--- config.mk ---
export PLATFORM = sky130hd
export DESIGN_NAME = pipeline_hazard_ctrl
export DESIGN_NICKNAME = d
export VERILOG_FILES = /design/src/rtl/pipeline_hazard_ctrl.sv
export SDC_FILE = /design/constraint.sdc
export NUM_CORES = 1
export LEC_CHECK = 0
export ABC_AREA = 1
export CORE_MARGIN = 2
export CORE_UTILIZATION = 45
export DETAILED_ROUTE_END_ITERATION = 10
export PLACE_DENSITY_LB_ADDON = 0.2
export SYNTH_ARGS = -nofsm -noshare
export SYNTH_HDL_FRONTEND = slang
export SYNTH_SLANG_ARGS = --single-unit
--- constraint.sdc ---
create_clock -name clk -period 2.4 [get_ports clk]
set_clock_uncertainty 0.2 [all_clocks]
set_input_delay 0.24 -clock clk [delete_from_list [all_inputs] [get_ports clk]]
set_output_delay 0.24 -clock clk [all_outputs]
set_load 0.01 [all_outputs]
--- src/rtl/pipeline_hazard_ctrl.sv ---
// Hazard, flush and data-memory stall control for a 5-stage pipeline, with saturating perf counters.
// Build option: define HAZARD_FORWARD_EN when a forwarding unit exists, so only load-use has to stall.
module pipeline_hazard_ctrl #(
    parameter int MEM_TIMEOUT = 15,
    parameter int CNT_W       = 16
) (
    input  logic             clk,
    input  logic             rst,
    input  logic [4:0]       id_rs,
    input  logic [4:0]       id_rt,
    input  logic             id_uses_rt,
    input  logic             ex_memread,
    input  logic             ex_regwrite,
    input  logic [4:0]       ex_rd,
    input  logic             mem_regwrite,
    input  logic [4:0]       mem_rd,
    input  logic             ex_branch_taken,
    input  logic             ex_jump,
    input  logic             dmem_req,
    input  logic             dmem_ready,
    output logic             pc_write,
    output logic             ifid_write,
    output logic             ifid_flush,
    output logic             idex_bubble,
    output logic             pipe_freeze,
    output logic             mem_timeout,
    output logic [CNT_W-1:0] stall_cycles,
    output logic [CNT_W-1:0] flush_count,
    output logic [1:0]       fsm_state
);

    localparam logic [1:0] ST_RUN      = 2'd0;
    localparam logic [1:0] ST_MEM_WAIT = 2'd1;
    localparam logic [1:0] ST_HALT     = 2'd2;

    localparam int              WAIT_W     = $clog2(MEM_TIMEOUT + 1);
    localparam logic [WAIT_W-1:0] WAIT_LIMIT = WAIT_W'(MEM_TIMEOUT);

    logic [1:0]        state_q, state_d;
    logic [WAIT_W-1:0] wait_q, wait_d;
    logic              mem_timeout_q, mem_timeout_d;
    logic [CNT_W-1:0]  stall_q, stall_d;
    logic [CNT_W-1:0]  flush_q, flush_d;

    logic [WAIT_W-1:0] wait_inc;
    logic              ex_load_hit;
    logic              hazard;
    logic              run_rules;

    // A load always writes its destination, so ex_memread stands in for its write flag.
    function automatic logic reg_match(input logic [4:0] rd, input logic wr);
        return wr && (rd != 5'd0) && ((rd == id_rs) || (id_uses_rt && (rd == id_rt)));
    endfunction

    assign ex_load_hit = reg_match(ex_rd, ex_memread);

`ifdef HAZARD_FORWARD_EN
    logic unused_fwd_inputs;
    assign unused_fwd_inputs = ^{ex_regwrite, mem_regwrite, mem_rd};
    assign hazard = ex_load_hit;
`else
    assign hazard = ex_load_hit || reg_match(ex_rd, ex_regwrite) || reg_match(mem_rd, mem_regwrite);
`endif

    assign wait_inc = wait_q + WAIT_W'(1);

    always_comb begin
        state_d       = state_q;
        wait_d        = wait_q;
        mem_timeout_d = mem_timeout_q;
        pc_write      = 1'b1;
        ifid_write    = 1'b1;
        ifid_flush    = 1'b0;
        idex_bubble   = 1'b0;
        pipe_freeze   = 1'b0;
        run_rules     = 1'b0;

        case (state_q)
            ST_RUN: begin
                if (dmem_req && !dmem_ready) begin
                    pc_write    = 1'b0;
                    ifid_write  = 1'b0;
                    pipe_freeze = 1'b1;
                    wait_d      = '0;
                    state_d     = ST_MEM_WAIT;
                end else begin
                    run_rules = 1'b1;
                end
            end
            ST_MEM_WAIT: begin
                if (dmem_ready) begin
                    run_rules = 1'b1;
                    state_d   = ST_RUN;
                end else begin
                    pc_write    = 1'b0;
                    ifid_write  = 1'b0;
                    pipe_freeze = 1'b1;
                    wait_d      = wait_inc;
                    if (wait_inc == WAIT_LIMIT) begin
                        mem_timeout_d = 1'b1;
                        state_d       = ST_HALT;
                    end
                end
            end
            ST_HALT: begin
                pc_write    = 1'b0;
                ifid_write  = 1'b0;
                pipe_freeze = 1'b1;
            end
            default: state_d = ST_RUN;
        endcase

        // Control transfer wins over load-use: the stalled instruction is being squashed anyway.
        if (run_rules) begin
            if (ex_branch_taken || ex_jump) begin
                ifid_flush  = 1'b1;
                idex_bubble = 1'b1;
            end else if (hazard) begin
                pc_write    = 1'b0;
                ifid_write  = 1'b0;
                idex_bubble = 1'b1;
            end
        end

        stall_d = stall_q;
        flush_d = flush_q;
        if (!pc_write && (stall_q != '1)) stall_d = stall_q + CNT_W'(1);
        if (ifid_flush && (flush_q != '1)) flush_d = flush_q + CNT_W'(1);

        if (rst) begin
            state_d       = ST_RUN;
            wait_d        = '0;
            mem_timeout_d = 1'b0;
            stall_d       = '0;
            flush_d       = '0;
            pc_write      = 1'b0;
            ifid_write    = 1'b0;
            ifid_flush    = 1'b1;
            idex_bubble   = 1'b1;
            pipe_freeze   = 1'b0;
        end
    end

    always_ff @(posedge clk) begin
        state_q       <= state_d;
        wait_q        <= wait_d;
        mem_timeout_q <= mem_timeout_d;
        stall_q       <= stall_d;
        flush_q       <= flush_d;
    end

    assign mem_timeout  = mem_timeout_q;
    assign stall_cycles = stall_q;
    assign flush_count  = flush_q;
    assign fsm_state    = state_q;

endmodule

==> summary.md <==
| Metric | Value |
|---|---|
| Via count | 2708 |
| CP startpoint kind | input port |
| Gate Count Post-Synth | 397 |
| Max Cap Viol | 0 |
| Synth cell types | 30 |
| Largest net degree at the start of global routing | 20 |
| Worst path slowest cell | clkdlybuf4s50_1 |
| Wire length per cell | 11.4 um |
| Core Footprint | 5440 um^2 |
| Worst setup path endpoint | pipe_freeze |
| CTS Hold Bufs | 0 |
| CTS Buf Count | 5 |
| Reg2reg path depth | 8 |
| DIE WIDTH | 78.6 um |
| Initial Util | 46.1% |
| Grt ovf | 0 |
| Final Hold Viols | 0 |
| Mapped Avg Cell Area | 6.31 um^2 |
| Clk slew on worst S/H paths | about 80 ps |
| First-pass GRT wire length | 10400 um |
| Crit. End Element | output pin |
| DIE HEIGHT | 78.6 um |
| I/O Buffers | 69 |
| Sequential share of the synthesized area | 31.2% |
| CTS root buf | clkbuf_8 |
| Die area | 6180 um^2 |
| Antenna fix cells | 0 |
| H-tree depth | 2 |
| Final #Nets | 511 |
| Worst Path Arrival | 1830 ps |
| Final wirelength | 6260 um |
| Fillers | 523 |
| Slew headroom | 59.8% |
| # clock sinks | 39 |
| Pwr Density | 429 nW/um^2 |
| Critical Path Source | dmem_ready |
| Initial antenna violation count | 0 |
| Max Fclk | between 400 and 500 MHz |
| Placed wire-length estimate | ~4700 um |
| Req. time, crit path | ~2000 ps |
| Min-delay worst type | register to register |
| Iter 0 DRT Violations | 71 |
| FF+latch count, synth | 39 |
| Clk Latency, worst-skew pair | 290 ps |
| Site Rows | 27 |
| Slew Limit Fails | 0 |
| Reg2Reg Capture Point | stall_cycles[14] |
| Drt pass-1 iters | 4 |
| Synth warn | 0 |
| Final Setup Violations | 0 |
| Pre-CTS setup slack | -67.9 ps |
| Netlist Area Pre-Place | 2510 um^2 |
| Final worst setup slack | 128 ps |
| Unrepaired setup endpoints after global routing | false |
| Setup bufs post-CTS | 0 |
| Outcome | finished, final reports clean |
| Final core utilization | 63.5% |
| Area Overhead vs Synth | 37.7% |
| Max clock buf depth | 2 |
| Worst path cell trace | clkdlybuf4s50_1 -> inv_1 -> o21ai_1 -> nand2_1 -> o21ai_1 -> buf_4 -> nor2_1 -> clkdlybuf4s50_1 |
| Vias in the first global route | about 2500 |
| Reg2reg start | stall_cycles[0] |
| Routability Congestion | between 0.7 and 0.8 |
| Drt drc | 0 |
| R2R Setup Slk | 190 ps |
| Worst slew pin tran | 598 ps |
| Via-to-Cell Ratio | 4.92 |
| I/O Pins | 70 |
| Worst VDD drop | 0.000331 V |
| Syn_nets | 431 |
| CTS tree | built |
| Post-layout min period | 2270 ps |
| Critical path class | input port to output pin |
| CP peak stage delay | roughly 480 ps |
| Period utilisation layout | between 90 and 100% |
| Layout cells sized above 1 | under 10% |
| GR Util All Layers | about a fifth |
| Final antenna-violating net count | 0 |
| Critical Path Fanout Max | 2 |
| Leak | around 0.0015 uW |
## final cells by class
type	count	area [um^2]	share of cell area (%)
inverters	55	206	5.98
well taps	72	90.1	2.61
multi-input cells	294	1460	42.4
clock buffers	6	82.6	2.39
repair buffers	82	792	22.9
flip-flops and latches	39	782	22.7
clock inverters	2	35.0	1.01
## cell usage after synthesis
cell      count  share of area [%]
nor2_1       35                5.2
nand3_1      35                7.0
nand4_1       6                1.5
nor3_1       12                2.4
xnor2_1       7                2.4
a21oi_1      31                6.2
nand3_2       1               0.40
o22ai_1       1               0.25
nor4_1        3               0.75
nor3b_1       2               0.60
a21oi_2       2               0.70
nor2_2        3               0.75
inv_2         6               0.90
buf_4         2               0.60
buf_2         1               0.20
ha_1          4                2.0
nor3_4        1               0.65
xor2_1       12                4.2
buf_6         2               0.90
nand3b_4      1               0.80
clkbuf_1      4               0.60
inv_1        49                7.3
o21ai_0      10                2.0
nand2_4       1               0.45
dfxtp_1      39                 31
o21ai_1       4               0.80
a31oi_1       1               0.25
nand2_2       3               0.75
a31o_2        2               0.70
nand2_1     117                 18
## flip-flops by register name (all words and copies together) (netlist names)
| register | flops |
|---|---|
| stall_cycles | 16 |
| flush_count | 16 |
| fsm_state | 2 |
| wait_q | 4 |
| mem_timeout | 1 |
## where the power goes
part / switching, uW / internal [uW] / total, uW
registers: 11.6 / 656 / 667
clock network: 238 / 337 / 575
logic: 122 / 118 / 240
## critical path, delay by kind of cell
family                 cells  cell delay, ps
AO/OA/AOI/OAI              2             280
AND/OR/NAND/NOR            2             130
buffers and inverters      4            1170
## through the flow
stage | hold slack [ps] | cells | setup TNS (ps) | total power [uW] | area [um^2]
floorplan | 212 | 397 | 0 | 800 | 2510
finish | 260 | 550 | 0 | 1480 | 3450
CTS | 261 | 550 | 0 | 1500 | 3440
global placement | 245 | 542 | -147 | 921 | 3330
detailed placement | 248 | 542 | -192 | 923 | 3330
global route | 290 | 550 | 0 | 1550 | 3450
## per-layer routing
layer	global-route usage, %	share of wire (%)
met1	26.4	49
met2	34.3	45
met3	4.02	5.2
met4	5.79	0.64
met5	0	0
## cell families (layout without fill, tap and decap cells)
logic type,count (synthesis),after routing,synth area share (%)
adders and majority gates,4,4,2.00
xor gates and xnor gates,19,19,6.64
DFF,39,39,31.2
buffers and inverters,64,145,10.5
AOI/OAI and AO/OA,51,51,10.9
and+or+nand+nor,220,220,38.8
## cell usage in the layout, fill, tap and decap left out, drive strengths merged
cell type / synthesis / routed
nand3b: 1 / 1
dlymetal6s2s: 0 / 3
nor4: 3 / 3
clkbuf: 4 / 6
ha: 4 / 4
o21ai: 14 / 14
nand3: 36 / 36
bufinv: 0 / 1
nor3: 13 / 13
nand4: 6 / 6
o22ai: 1 / 1
a31o: 2 / 2
xnor2: 7 / 7
clkinv: 0 / 1
nor3b: 2 / 2
buf: 5 / 13
dfxtp: 39 / 39
a31oi: 1 / 1
clkdlybuf4s50: 0 / 63
nand2: 121 / 121
nor2: 38 / 38
dlygate4sd2: 0 / 3
a21oi: 33 / 33
inv: 55 / 55
xor2: 12 / 12
## worst min-delay path by stage
stage | start | slack [ps] | endpoint | cells past startpoint
after global placement | mem_timeout | 240 | mem_timeout | 2
after floorplan | dmem_req | 210 | fsm_state[0] | 2
after global routing | mem_timeout | 290 | mem_timeout | 2
after CTS | mem_timeout | 260 | mem_timeout | 2
final | mem_timeout | 260 | mem_timeout | 2
after detailed placement | mem_timeout | 250 | mem_timeout | 2
## what timing repair did
action,4_1_cts,5_1_grt
resized for setup,3,6
cloned,0,0
endpoints found under the setup margin,3,4
(Power assumes the default switching activity.)
